`src/rtl/regfile_frame_ctrl.sv`:
```
// Frame sequencer for sram_2port_bank: one read or write transaction per Bennett frame, timed off clkp rises.
// Optional build macro REG_ZERO_EN hardwires register address 0 to zero.
module regfile_frame_ctrl #(
  parameter int unsigned PHASES  = 10,
  parameter int unsigned AW      = 5,
  parameter int unsigned DW      = 16,
  parameter int unsigned ADDR_PH = 2,
  parameter int unsigned DATA_PH = 4,
  parameter int unsigned RD_PH   = 6,
  parameter int unsigned WR_PH   = 8
) (
  input  logic              clk,
  input  logic              reset,
  input  logic [PHASES-1:0] clkp,
  input  logic              rd_valid,
  input  logic [AW-1:0]     rd_addr_a,
  input  logic [AW-1:0]     rd_addr_b,
  output logic              rd_ready,
  output logic              rd_done,
  output logic [DW-1:0]     rd_data_a,
  output logic [DW-1:0]     rd_data_b,
  input  logic              wr_valid,
  input  logic [AW-1:0]     wr_addr,
  input  logic [DW-1:0]     wr_data,
  output logic              wr_ready,
  output logic [AW-1:0]     bank_addr_a,
  output logic [AW-1:0]     bank_addr_b,
  output logic [DW-1:0]     bank_din,
  output logic              bank_read_en,
  output logic              bank_write_en,
  input  logic [DW-1:0]     bank_out_a,
  input  logic [DW-1:0]     bank_out_b
);

  localparam int unsigned WEND_PH = WR_PH + 1;

  // Phases later than the one being waited for; a rise there means the stack is out of order.
  localparam logic [PHASES-1:0] ABV_ADDR = {PHASES{1'b1}} << (ADDR_PH + 1);
  localparam logic [PHASES-1:0] ABV_DATA = {PHASES{1'b1}} << (DATA_PH + 1);
  localparam logic [PHASES-1:0] ABV_RD   = {PHASES{1'b1}} << (RD_PH + 1);
  localparam logic [PHASES-1:0] ABV_WR   = {PHASES{1'b1}} << (WR_PH + 1);
  localparam logic [PHASES-1:0] ABV_WEND = {PHASES{1'b1}} << (WEND_PH + 1);

  typedef enum logic [3:0] {
    S_IDLE, S_GRANT, S_SKIP, S_ADDR, S_WDATA, S_WR_WAIT, S_WRITE, S_RD_WAIT, S_READ, S_RETIRE
  } state_t;

  state_t            state_q, state_d;
  logic [PHASES-1:0] clkp_q;
  logic              primed_q;
  logic              rr_wr_first_q, rr_wr_first_d;
  logic              is_wr_q, is_wr_d;
  logic              live_q, live_d;
  logic [AW-1:0]     lat_a_q, lat_a_d;
  logic [AW-1:0]     lat_b_q, lat_b_d;
  logic [DW-1:0]     lat_data_q, lat_data_d;

  logic              rd_ready_d, rd_done_d, wr_ready_d;
  logic [DW-1:0]     rd_data_a_d, rd_data_b_d;
  logic [AW-1:0]     bank_addr_a_d, bank_addr_b_d;
  logic [DW-1:0]     bank_din_d;
  logic              bank_read_en_d, bank_write_en_d;

  logic [PHASES-1:0] rise_c, fall_c;
  logic              zero_a_c, zero_b_c;

  // The first sample after reset only primes clkp_q, so a frame already in flight is never seen as a rise.
  assign rise_c = primed_q ? (clkp & ~clkp_q) : '0;
  assign fall_c = primed_q ? (~clkp & clkp_q) : '0;

`ifdef REG_ZERO_EN
  assign zero_a_c = (lat_a_q == '0);
  assign zero_b_c = (lat_b_q == '0);
`else
  assign zero_a_c = 1'b0;
  assign zero_b_c = 1'b0;
`endif

  always_ff @(posedge clk or negedge reset) begin
    if (!reset) begin
      state_q       <= S_IDLE;
      clkp_q        <= '0;
      primed_q      <= 1'b0;
      rr_wr_first_q <= 1'b1;
      is_wr_q       <= 1'b0;
      live_q        <= 1'b0;
      lat_a_q       <= '0;
      lat_b_q       <= '0;
      lat_data_q    <= '0;
      rd_ready      <= 1'b0;
      rd_done       <= 1'b0;
      wr_ready      <= 1'b0;
      rd_data_a     <= '0;
      rd_data_b     <= '0;
      bank_addr_a   <= '0;
      bank_addr_b   <= '0;
      bank_din      <= '0;
      bank_read_en  <= 1'b0;
      bank_write_en <= 1'b0;
    end else begin
      state_q       <= state_d;
      clkp_q        <= clkp;
      primed_q      <= 1'b1;
      rr_wr_first_q <= rr_wr_first_d;
      is_wr_q       <= is_wr_d;
      live_q        <= live_d;
      lat_a_q       <= lat_a_d;
      lat_b_q       <= lat_b_d;
      lat_data_q    <= lat_data_d;
      rd_ready      <= rd_ready_d;
      rd_done       <= rd_done_d;
      wr_ready      <= wr_ready_d;
      rd_data_a     <= rd_data_a_d;
      rd_data_b     <= rd_data_b_d;
      bank_addr_a   <= bank_addr_a_d;
      bank_addr_b   <= bank_addr_b_d;
      bank_din      <= bank_din_d;
      bank_read_en  <= bank_read_en_d;
      bank_write_en <= bank_write_en_d;
    end
  end

  always_comb begin
    state_d         = state_q;
    rr_wr_first_d   = rr_wr_first_q;
    is_wr_d         = is_wr_q;
    live_d          = live_q;
    lat_a_d         = lat_a_q;
    lat_b_d         = lat_b_q;
    lat_data_d      = lat_data_q;
    rd_ready_d      = 1'b0;
    rd_done_d       = 1'b0;
    wr_ready_d      = 1'b0;
    rd_data_a_d     = rd_data_a;
    rd_data_b_d     = rd_data_b;
    bank_addr_a_d   = bank_addr_a;
    bank_addr_b_d   = bank_addr_b;
    bank_din_d      = bank_din;
    bank_read_en_d  = bank_read_en;
    bank_write_en_d = bank_write_en;

    // End of frame closes out whatever is in flight and clears the bank buses.
    if (fall_c[0] && state_q != S_IDLE) begin
      state_d         = S_IDLE;
      bank_addr_a_d   = '0;
      bank_addr_b_d   = '0;
      bank_din_d      = '0;
      bank_read_en_d  = 1'b0;
      bank_write_en_d = 1'b0;
    end else begin
      case (state_q)
        S_IDLE: begin
          if (rise_c[0]) begin
            state_d = S_GRANT;
            live_d  = 1'b1;
            if (wr_valid && (!rd_valid || rr_wr_first_q)) begin
              wr_ready_d    = 1'b1;
              is_wr_d       = 1'b1;
              lat_a_d       = wr_addr;
              lat_b_d       = '0;
              lat_data_d    = wr_data;
              rr_wr_first_d = 1'b0;
            end else if (rd_valid) begin
              rd_ready_d    = 1'b1;
              is_wr_d       = 1'b0;
              lat_a_d       = rd_addr_a;
              lat_b_d       = rd_addr_b;
              lat_data_d    = '0;
              rr_wr_first_d = 1'b1;
            end else begin
              live_d = 1'b0;
            end
          end
        end
        S_GRANT: state_d = live_q ? S_ADDR : S_SKIP;
        S_ADDR: begin
          if (rise_c[ADDR_PH]) begin
            bank_addr_a_d = lat_a_q;
            bank_addr_b_d = lat_b_q;
            state_d       = is_wr_q ? S_WDATA : S_RD_WAIT;
          end else if (|(rise_c & ABV_ADDR)) begin
            state_d = S_SKIP;
          end
        end
        S_WDATA: begin
          if (rise_c[DATA_PH]) begin
            bank_din_d = lat_data_q;
            state_d    = S_WR_WAIT;
          end else if (|(rise_c & ABV_DATA)) begin
            state_d = S_SKIP;
          end
        end
        S_WR_WAIT: begin
          if (rise_c[WR_PH]) begin
            bank_write_en_d = ~zero_a_c;
            state_d         = S_WRITE;
          end else if (|(rise_c & ABV_WR)) begin
            state_d = S_SKIP;
          end
        end
        S_WRITE: begin
          if (rise_c[WEND_PH]) begin
            bank_write_en_d = 1'b0;
            state_d         = S_RETIRE;
          end else if (|(rise_c & ABV_WEND)) begin
            bank_write_en_d = 1'b0;
            state_d         = S_SKIP;
          end
        end
        S_RD_WAIT: begin
          if (rise_c[RD_PH]) begin
            bank_read_en_d = 1'b1;
            state_d        = S_READ;
          end else if (|(rise_c & ABV_RD)) begin
            state_d = S_SKIP;
          end
        end
        S_READ: begin
          if (rise_c[WR_PH]) begin
            bank_read_en_d = 1'b0;
            rd_data_a_d    = zero_a_c ? '0 : bank_out_a;
            rd_data_b_d    = zero_b_c ? '0 : bank_out_b;
            rd_done_d      = 1'b1;
            state_d        = S_RETIRE;
          end else if (|(rise_c & ABV_WR)) begin
            bank_read_en_d = 1'b0;
            state_d        = S_SKIP;
          end
        end
        S_SKIP, S_RETIRE: state_d = state_q;
        default: state_d = S_IDLE;
      endcase
    end
  end

endmodule

```
`config.mk`:
```
export PLATFORM = sky130hd
export DESIGN_NAME = regfile_frame_ctrl
export DESIGN_NICKNAME = d
export VERILOG_FILES = /design/src/rtl/regfile_frame_ctrl.sv
export SDC_FILE = /design/constraint.sdc
export NUM_CORES = 1
export LEC_CHECK = 0
export ABC_CLOCK_PERIOD_IN_PS = 2500
export BUFFER_PORTS_ARGS = -buffer_cell sky130_fd_sc_hd__buf_4
export CAP_MARGIN = 20
export CELL_PAD_IN_SITES_DETAIL_PLACEMENT = 2
export CELL_PAD_IN_SITES_GLOBAL_PLACEMENT = 2
export CORE_MARGIN = 4
export CORE_UTILIZATION = 32
export CTS_BUF_LIST = sky130_fd_sc_hd__clkbuf_4 sky130_fd_sc_hd__clkbuf_8 sky130_fd_sc_hd__clkbuf_16
export DETAILED_ROUTE_END_ITERATION = 10
export HOLD_SLACK_MARGIN = 0.03
export PLACE_DENSITY = 0.81
export SLEW_MARGIN = 0
export SYNTH_ARGS = -nofsm -noshare
export SYNTH_HDL_FRONTEND = slang
export SYNTH_SLANG_ARGS = --single-unit
```
`constraint.sdc`:
```
create_clock -name clk -period 2.5 [get_ports clk]
set_clock_uncertainty 0.05 [all_clocks]
set_input_delay 0.125 -clock clk [delete_from_list [all_inputs] [get_ports clk]]
set_output_delay 0.125 -clock clk [all_outputs]
set_load 0.005 [all_outputs]
```
==> parameters.txt, run 1 <==
Parameter                              Value

Global routing
  Sum of overflow across all layers after global routing    0
  Global-route wire length before repair    26400 um
  Initial antenna violation count    1
  Vias in the first global route    4449
  Largest net degree at the start of global routing    74
  GRT Resource Usage Total    0.212

Timing
  Transition at the pin with the smallest max-transition slack    0.598 ns
  Max-slew violation count    0
  Count of endpoints failing hold in the final timing report    0
  Setup Total Neg Slack    0 ns
  Final period utilization    0.909
  Tmin final    2.27 ns
  Maximum frequency from static timing analysis    0.440 GHz
  Max-Slew Margin vs Limit    0.602
  Final count of negative-setup-slack endpoints    0
  Worst path setup slack after routing    0.227 ns
  Unrepaired setup endpoints after global routing    no

Min path
  Hold Path Sink    lat_a_q[3]
  Worst hold start    rd_addr_a[3]
  Class of the tightest hold or removal check    primary input to flip-flop
  Count of cells along the worst hold path    3

Yosys
  Synthesized instance count    ~360
  Synth Warn #    0
  Fraction of registers with async set/reset    1.00
  Post-synthesis instance area    4450 um^2
  Register bit total from synthesis    106
  Proportion of synthesized chip area in sequential cells    0.596
  Most instantiated flip-flop cell in the synthesis netlist    sky130_fd_sc_hd__dfrtp_1
  Average footprint of a synthesized cell    12.3 um^2
  Number of distinct library cell variants in the gate-level netlist after synthesis    45
  Number of flops mapped to enable cells by yosys    0
  Number of nets in the synthesized netlist    ~440

Worst setup path
  Launching element type of the critical path    flip-flop
  Endpoint of the worst-slack reg-to-reg timing path    rd_data_b[6]
  Crit path kind    flip-flop to flip-flop
  Reg2reg start    state_q[0]
  Worst Path Arrival    between 2 and 2.5 ns
  Worst EP required    around 2.7 ns
  Largest fanout on the critical path    33
  Worst-case reg-to-reg path depth    5
  Type of element capturing the critical path    flip-flop
  Register-to-register setup slack    0.23 ns

Floorplanning
  Die outline area    15900 um^2
  Die height    126 um
  Top-Level Pins    140
  Placeable core region    13500 um^2
  Horiz. Die Dim    roughly 130 um
  Floorplan row count    42
  Initial standard-cell utilization of the core    0.331

Clocking
  Number of levels the H-tree was split into    3
  Total clock buffers created by CTS    9
  Post CTS Setup Buffer Count    0
  Clock latency reported for the late side of the worst-skew pair    between 0.3 and 0.4 ns
  TritonCTS clock tree    yes
  Clock transition at the registers of the reported paths    roughly 0.070 ns
  Cell chosen for the clock root    sky130_fd_sc_hd__clkbuf_16
  Maximum buffer depth of the clock tree    2
  # clock sinks    106

Power and ir drop
  Lkg Pwr    3.47 nW
  Worst VDD drop    0.470 mV
  Power density cells    a little over 700 nW/um^2

Layout
  Share of layout cells above drive strength 1    0.368
  Most common cell after layout, fill and taps aside    sky130_fd_sc_hd__buf_4
  Area growth from synthesis to layout    50.1%
  Top library cells by usage in the layout, fill and taps aside    152 x sky130_fd_sc_hd__buf_4, 105 x sky130_fd_sc_hd__dfrtp_1, 65 x sky130_fd_sc_hd__dlygate4sd3_1
  Fillcell total    1352
  Final Net Count    647

Place
  Worst-case setup slack after placement    0.260 ns
  # port buffers    138
  Placed wire-length estimate after detailed placement    10000 um
  RePlAce Congestion    0.780

Detailed routing
  Number of routed nets with antenna violations    0
  First DRT Iteration DRCs    153
  Drt pass-1 iters    4
  Routed via count divided by cell count    4.96
  Routed vias    3725
  Final Routed Wirelength    ~16000 um
  Post-detailed-route wirelength per cell    21.6 um
  DRC    0

Run status
  Status    finished clean

Flow run
  Max capacitance violation total    0
## sequential cells by signal (all words and copies together), names as in the netlist, 4 cells and up
| signal | count |
|---|---|
| bank_din | 16 |
| lat_data_q | 16 |
| rd_data_a | 16 |
| rd_data_b | 16 |
| clkp_q | 9 |
| bank_addr_a | 5 |
| bank_addr_b | 5 |
| lat_a_q | 5 |
| lat_b_q | 5 |
| state_q | 4 |
## metrics by stage
step | area [um^2] | total power, mW | utilization | instances | hold WS [ns]
floorplan | 4450 | 2.81 | - | 362 | -0.221
global placement | 5730 | 3.24 | 0.426 | 670 | 0.0472
detailed placement | 5730 | 3.33 | 0.426 | 670 | 0.0509
CTS | 6680 | 4.86 | 0.496 | 750 | 0.0438
global route | 6680 | 5.12 | 0.497 | 751 | 0.0541
finish | 6680 | 4.84 | 0.497 | 751 | 0.0574
## worst max-delay path, cell delays in order (launching register included)
cell and delay [ns]:
sky130_fd_sc_hd__dfrtp_1 0.39, sky130_fd_sc_hd__nor2_2 0.34, sky130_fd_sc_hd__nand3b_2 0.17, sky130_fd_sc_hd__or3_2 0.49, sky130_fd_sc_hd__buf_4 0.32, sky130_fd_sc_hd__mux2_4 0.38
## layer usage
metal,track usage,vias up,share of wire
met3,0.0538,11,0.057
met2,0.385,128,0.52
li1,-,1679,-
met4,0.0479,0,0.011
met1,0.254,1907,0.41
met5,0,-,0
## power by group
| group | leakage (nW) | internal, mW | switching, mW | total [mW] |
|---|---|---|---|---|
| registers | 1.42 | 2.03 | 0.224 | 2.25 |
| clock network | 0.137 | 0.755 | 0.661 | 1.42 |
| logic | 1.91 | 0.627 | 0.541 | 1.17 |
| total | 3.47 | 3.41 | 1.43 | 4.84 |
## how the worst max path moves through the flow
| stage | startpoint | slack [ns] | to | cells after the start |
|---|---|---|---|---|
| after floorplan | state_q[0] | 0.65 | rd_data_a[0] | 6 |
| after detailed placement | state_q[0] | 0.26 | rd_data_b[3] | 5 |
| final | state_q[0] | 0.23 | rd_data_b[6] | 5 |
| after global routing | state_q[1] | 0.11 | lat_a_q[2] | 6 |
| after CTS | state_q[0] | 0.22 | rd_data_b[3] | 5 |
| after global placement | state_q[0] | 0.33 | rd_data_a[6] | 5 |
## cells in the mapped netlist, drive strengths merged (2+ instances only)
master,instances,area (um^2)
and2,2,12.5
inv,6,22.5
o22ai,3,18.8
mux2i,15,150
or3,2,12.5
nor2b,6,37.5
a311oi,2,17.5
a21oi,24,120
nand3b,2,18.8
mux2,34,492
nand2,47,176
a41oi,2,17.5
nor3,2,10.0
clkbuf,7,26.3
a211oi,4,30.0
o21ai,11,58.8
nand2b,3,18.8
nor4b,2,17.5
nor2,25,98.8
buf,14,88.8
nand3,5,25.0
a22o,21,184
dfrtp,105,2630
and3b,2,17.5
a21o,2,15.0
## kinds of logic (layout without fill, tap and decap cells)
group / after synthesis / count (layout) / synth area share
flops: 106 / 106 / 0.596
other cells: 1 / 2 / 0.000842
compound gates: 75 / 75 / 0.114
mux: 49 / 49 / 0.144
buf+inv: 27 / 239 / 0.0309
simple gates: 103 / 103 / 0.112
xor+xnor: 1 / 1 / 0.00197
## final cells by class
type,count,area [um^2],area share
diodes,1,2.50,0.000374
clock buffers,12,267,0.0399
clock inverters,3,23.8,0.00356
inverters,6,22.5,0.00337
multi-input cells,229,1680,0.252
flip-flops and latches,106,2650,0.397
well taps,176,220,0.0330
repair buffers,218,1810,0.271
## timing repair
action,CTS,global route
hold buffers,65,0
gates resized for setup,0,1
endpoints found under the hold margin,96,0
setup endpoints to repair,0,3
No activity file was read; power rests on OpenSTA's default activity.
==> run 2: changes to the inputs <==
PLACE_DENSITY = default   (was 0.81)
PLACE_DENSITY_LB_ADDON = 0.1   (was default)
==> parameters.txt, run 2 (same netlist as run 1, synthesis figures left out) <==
Parameter                              Value

Run status
  Status    finished clean

Clocking
  Maximum buffer depth of the clock tree    2
  Clock latency reported for the late side of the worst-skew pair    about 0.35 ns
  # clock sinks    106
  TritonCTS clock tree    yes
  Cell chosen for the clock root    sky130_fd_sc_hd__clkbuf_16
  Total of cells resized after clock tree synthesis    0
  Total clock buffers created by CTS    9
  Number of levels the H-tree was split into    3
  Post CTS Setup Buffer Count    0
  Clock transition at the registers of the reported paths    0.07 ns

Worst setup path
  Crit path kind    flip-flop to flip-flop
  Register-to-register setup slack    0.28 ns
  Endpoint of the worst-slack reg-to-reg timing path    rd_data_a[11]
  Reg2reg start    state_q[0]
  Type of element capturing the critical path    flip-flop
  Largest fanout on the critical path    33
  Worst EP required    2.68 ns
  CP startpoint    state_q[0]
  Worst-case reg-to-reg path depth    5
  Worst Path Arrival    between 2 and 2.5 ns
  Launching element type of the critical path    flip-flop

Detailed routing
  Routed via count divided by cell count    ~4.9
  Routed vias    3697
  DRC    0
  Number of routed nets with antenna violations    0
  Drt pass-1 iters    4
  Final Routed Wirelength    15300 um
  First DRT Iteration DRCs    between 100 and 150
  Post-detailed-route wirelength per cell    between 20 and 25 um

Layout
  Most common cell after layout, fill and taps aside    sky130_fd_sc_hd__buf_4
  Top library cells by usage in the layout, fill and taps aside    150 x sky130_fd_sc_hd__buf_4, 105 x sky130_fd_sc_hd__dfrtp_1, 71 x sky130_fd_sc_hd__dlygate4sd3_1
  Post-Layout Inst Area    6730 um^2
  Fillcell total    1356
  Share of layout cells above drive strength 1    0.363
  Area growth from synthesis to layout    51.1%
  Count of antenna diodes in the layout    0
  Final Net Count    652

Floorplanning
  Initial standard-cell utilization of the core    0.331
  Placeable core region    13500 um^2
  Die outline area    between 15000 and 20000 um^2
  Top-Level Pins    140
  Horiz. Die Dim    126 um
  Die height    126 um
  Floorplan row count    42

Power and ir drop
  Sequential share of power    0.474
  Worst VDD drop    0.393 mV
  Relative contribution of combinational cells to total power    0.238
  Switching share of power    0.284
  Psw    1.35 mW
  Power density cells    706 nW/um^2
  Design internal power    3.40 mW
  Power share of the clock group    0.287
  Lkg Pwr    3.49 nW

Timing
  Unrepaired setup endpoints after global routing    no
  Setup Total Neg Slack    0 ns
  Maximum frequency from static timing analysis    0.450 GHz
  Worst path setup slack after routing    ~0.28 ns
  Max-slew violation count    0
  Final period utilization    0.889
  Max-Slew Margin vs Limit    0.555
  Tmin final    2.22 ns
  Count of endpoints failing hold in the final timing report    0
  Transition at the pin with the smallest max-transition slack    0.668 ns
  Final count of negative-setup-slack endpoints    0
  Final-layout worst hold slack    ~0.055 ns

Global routing
  Sum of overflow across all layers after global routing    0
  Initial antenna violation count    0
  Largest net degree at the start of global routing    49
  Vias in the first global route    4261
  GRT Resource Usage Total    0.199
  Global-route wire length before repair    ~25000 um

Min path
  Class of the tightest hold or removal check    primary input to flip-flop
  Count of cells along the worst hold path    3
  Hold Path Sink    lat_a_q[1]
  Worst hold start    wr_addr[1]

Place
  Placed wire-length estimate after detailed placement    9450 um
  RePlAce Congestion    0.781
  Area of placed instances    5740 um^2
  # port buffers    138
  Worst-case setup slack after placement    0.313 ns

Flow run
  Max capacitance violation total    0
==> run 2: metrics by stage <==
step / util / instances / power [mW]
2_1_floorplan: - / 362 / 2.81
3_3_place_gp: 0.427 / 669 / 3.25
3_5_place_dp: 0.427 / 669 / 3.31
4_1_cts: 0.500 / 755 / 4.80
5_1_grt: 0.500 / 755 / 5.05
6_report: 0.500 / 755 / 4.75
==> run 2: power by group through the flow <==
| stage | combinational, mW | clock (mW) | sequential (mW) |
|---|---|---|---|
| floorplan | 0.601 | 0 | 2.21 |
| CTS | 1.14 | 1.42 | 2.25 |
| detailed placement | 1.03 | 0 | 2.27 |
| global placement | 1.00 | 0 | 2.25 |
| global route | 1.26 | 1.49 | 2.30 |
| finish | 1.13 | 1.36 | 2.25 |
==> run 2: what timing repair did <==
item,4_1_cts,5_1_grt
endpoints found under the setup margin,0,0
hold buffers,71,0
hold endpoints to repair,111,0
==> run 2: layout make-up <==
class / instances / area [um^2] / share of cell area
repair buffers: 223 / 1880 / 0.279
clock inverters: 2 / 13.8 / 0.00205
well taps: 176 / 220 / 0.0327
clock buffers: 13 / 262 / 0.0389
inverters: 6 / 22.5 / 0.00335
flip-flops and latches: 106 / 2650 / 0.395
multi-input cells: 229 / 1680 / 0.249
==> run 2: how the worst max path moves through the flow <==
stage,end,slack (ns),depth (start not counted)
6_report,rd_data_a[11],0.28,5
5_1_grt,state_q[0],0.11,6
4_1_cts,state_q[3],0.29,6
3_5_place_dp,rd_data_b[8],0.31,5
3_3_place_gp,state_q[3],0.36,6
2_1_floorplan,rd_data_a[0],0.65,6
==> run 2: per-layer routing <==
metal,GRT usage,part of all wire,vias to the layer above
met5,0,0,-
met4,0.0498,0.016,0
met3,0.0567,0.059,15
met2,0.348,0.52,115
met1,0.241,0.41,1878
li1,-,-,1689
==> run 2: worst max-delay path, cell delays in order, from the launching register on <==
cell and delay, ns:
sky130_fd_sc_hd__dfrtp_1 0.43, sky130_fd_sc_hd__nor2_2 0.32, sky130_fd_sc_hd__nand3b_2 0.19, sky130_fd_sc_hd__or3_2 0.55, sky130_fd_sc_hd__buf_12 0.22, sky130_fd_sc_hd__mux2_4 0.34
==> run 3: changes to the inputs <==
ABC_CLOCK_PERIOD_IN_PS = 2700   (was 2500)
CORE_ASPECT_RATIO = 0.8   (was default)
CORE_MARGIN = 2   (was 4)
CORE_UTILIZATION = 35   (was 32)
clock period = 2.7 ns   (was 2.5 ns; I/O delays follow)
==> parameters.txt, run 3 (same netlist as run 1, synthesis figures left out) <==
Parameter                              Value

Layout
  Fillcell total    1210
  Count of antenna diodes in the layout    0
  Area growth from synthesis to layout    51.2%
  Post-Layout Inst Area    a little under 7000 um^2
  Top library cells by usage in the layout, fill and taps aside    152 x sky130_fd_sc_hd__buf_4, 105 x sky130_fd_sc_hd__dfrtp_1, 69 x sky130_fd_sc_hd__dlygate4sd3_1
  Share of layout cells above drive strength 1    0.368
  Most common cell after layout, fill and taps aside    sky130_fd_sc_hd__buf_4
  Number of cells in the finished layout apart from fillers    752
  Final Net Count    653
  Fraction of the core area covered by cells at the end of the flow    0.547

Detailed routing
  Post-detailed-route wirelength per cell    22.8 um
  First DRT Iteration DRCs    134
  Routed vias    ~3800
  Drt pass-1 iters    4
  DRC    0
  Routed via count divided by cell count    5.01
  Final Routed Wirelength    17200 um
  Number of routed nets with antenna violations    0

Run status
  Status    finished clean

Timing
  Maximum frequency from static timing analysis    0.427 GHz
  Setup Total Neg Slack    0 ns
  Unrepaired setup endpoints after global routing    no
  Worst path setup slack after routing    between 0.3 and 0.4 ns
  Final count of negative-setup-slack endpoints    0
  Max-slew violation count    0
  Transition at the pin with the smallest max-transition slack    0.621 ns
  Max-Slew Margin vs Limit    0.586
  Tmin final    about 2.3 ns
  Count of endpoints failing hold in the final timing report    0
  Final period utilization    0.867

Min path
  Count of cells along the worst hold path    3
  Worst hold start    wr_addr[3]
  Hold Path Sink    lat_a_q[3]
  Class of the tightest hold or removal check    primary input to flip-flop

Global routing
  Vias in the first global route    4396
  Largest net degree at the start of global routing    62
  Global-route wire length before repair    26500 um
  Sum of overflow across all layers after global routing    0
  Initial antenna violation count    0
  GRT Resource Usage Total    0.266

Place
  Placed Instances    666
  RePlAce Congestion    0.861
  Worst-case setup slack after placement    between 0.4 and 0.5 ns
  Placed wire-length estimate after detailed placement    about 9500 um
  # port buffers    138
  Area of placed instances    between 5000 and 6000 um^2

Clocking
  Maximum buffer depth of the clock tree    2
  Number of levels the H-tree was split into    3
  Total clock buffers created by CTS    9
  TritonCTS clock tree    yes
  Cell chosen for the clock root    sky130_fd_sc_hd__clkbuf_16
  Clock transition at the registers of the reported paths    0.07 ns
  # clock sinks    106
  Total of cells resized after clock tree synthesis    0
  Clock latency reported for the late side of the worst-skew pair    0.36 ns

Worst setup path
  Crit path kind    flip-flop to flip-flop
  Slowest cell on crit path    sky130_fd_sc_hd__dfrtp_1
  Register-to-register setup slack    between 0.3 and 0.4 ns
  Worst EP required    just under 3 ns
  Launching element type of the critical path    flip-flop
  Largest stage delay on the critical path    0.50 ns
  Worst-case reg-to-reg path depth    7
  Largest fanout on the critical path    7
  Type of element capturing the critical path    flip-flop
  Endpoint of the worst-slack reg-to-reg timing path    state_q[3]
  Reg2reg start    state_q[2]
  Critical path cell sequence    buf_4 > and4b_1 > a21oi_1 > o31ai_1 > a41oi_1 > a21o_1 > mux2_1
  Worst Path Arrival    2.53 ns
  CP startpoint    state_q[2]

Floorplanning
  Die outline area    13600 um^2
  Placeable core region    12300 um^2
  Floorplan row count    36
  Horiz. Die Dim    130 um
  Die height    around 100 um
  Initial standard-cell utilization of the core    0.362
  Top-Level Pins    140

Power and ir drop
  Lkg Pwr    approximately 3.5 nW
  Worst VDD drop    0.369 mV
  Power density cells    around 670 nW/um^2

Flow run
  Max capacitance violation total    0
-- run 3: changes by cell type in the layout (fill, tap and decap cells not counted), sizes merged --
cell and change:
dlygate4sd3 -2, buf +3, clkinvlp +1, clkinv +2
clkbuf -2
-- run 3: power by group --
part | internal (mW) | switching, mW | total, mW | leakage [nW]
clock | 0.659 | 0.618 | 1.28 | 0.139
combinational | 0.603 | 0.544 | 1.15 | 1.94
sequential | 1.88 | 0.206 | 2.09 | 1.42
-- run 3: layout make-up --
class                           instances  area (um^2)  share of cell area
Clock buffer                           11          246              0.0366
Clock inverter                          5         31.3             0.00465
Inverter                                6         22.5             0.00335
Multi-Input combinational cell        229         1680               0.249
Sequential cell                       106         2650               0.394
Tap cell                              171          214              0.0318
Timing Repair Buffer                  224         1890               0.280
-- run 3: worst max path at each step --
stage                endpoint  cells after the start
2_1_floorplan    rd_data_a[0]                      6
3_3_place_gp    lat_data_q[1]                      6
3_5_place_dp   lat_data_q[13]                      6
4_1_cts        lat_data_q[11]                      8
5_1_grt            state_q[3]                      7
6_report           state_q[3]                      7
-- run 3: through the flow --
stage               hold slack, ns  power (mW)
global route                0.0908        4.76
finish                      0.0645        4.51
global placement             0.136        3.01
CTS                         0.0542        4.47
detailed placement           0.143        3.07
floorplan                   -0.211        2.60
-- run 3: per-layer routing --
metal | GRT usage | share of wire | vias up
li1 | - | - | 1690
met1 | 0.304 | 0.39 | 1924
met2 | 0.458 | 0.52 | 127
met3 | 0.0814 | 0.057 | 27
met4 | 0.110 | 0.037 | 0
met5 | 0 | 0 | -
-- run 3: critical path: cells and delay by family, from the launching register on --
family	cells	cell delay (ns)
flip-flops	1	0.50
AND/OR/NAND/NOR	1	0.26
multiplexers	1	0.34
buffers and inverters	1	0.21
AO/OA/AOI/OAI	4	0.85
-- run 3: repair_timing --
action	4_1_cts	5_1_grt
hold buffers	69	0
setup buffers	0	0
endpoints found under the hold margin	109	0
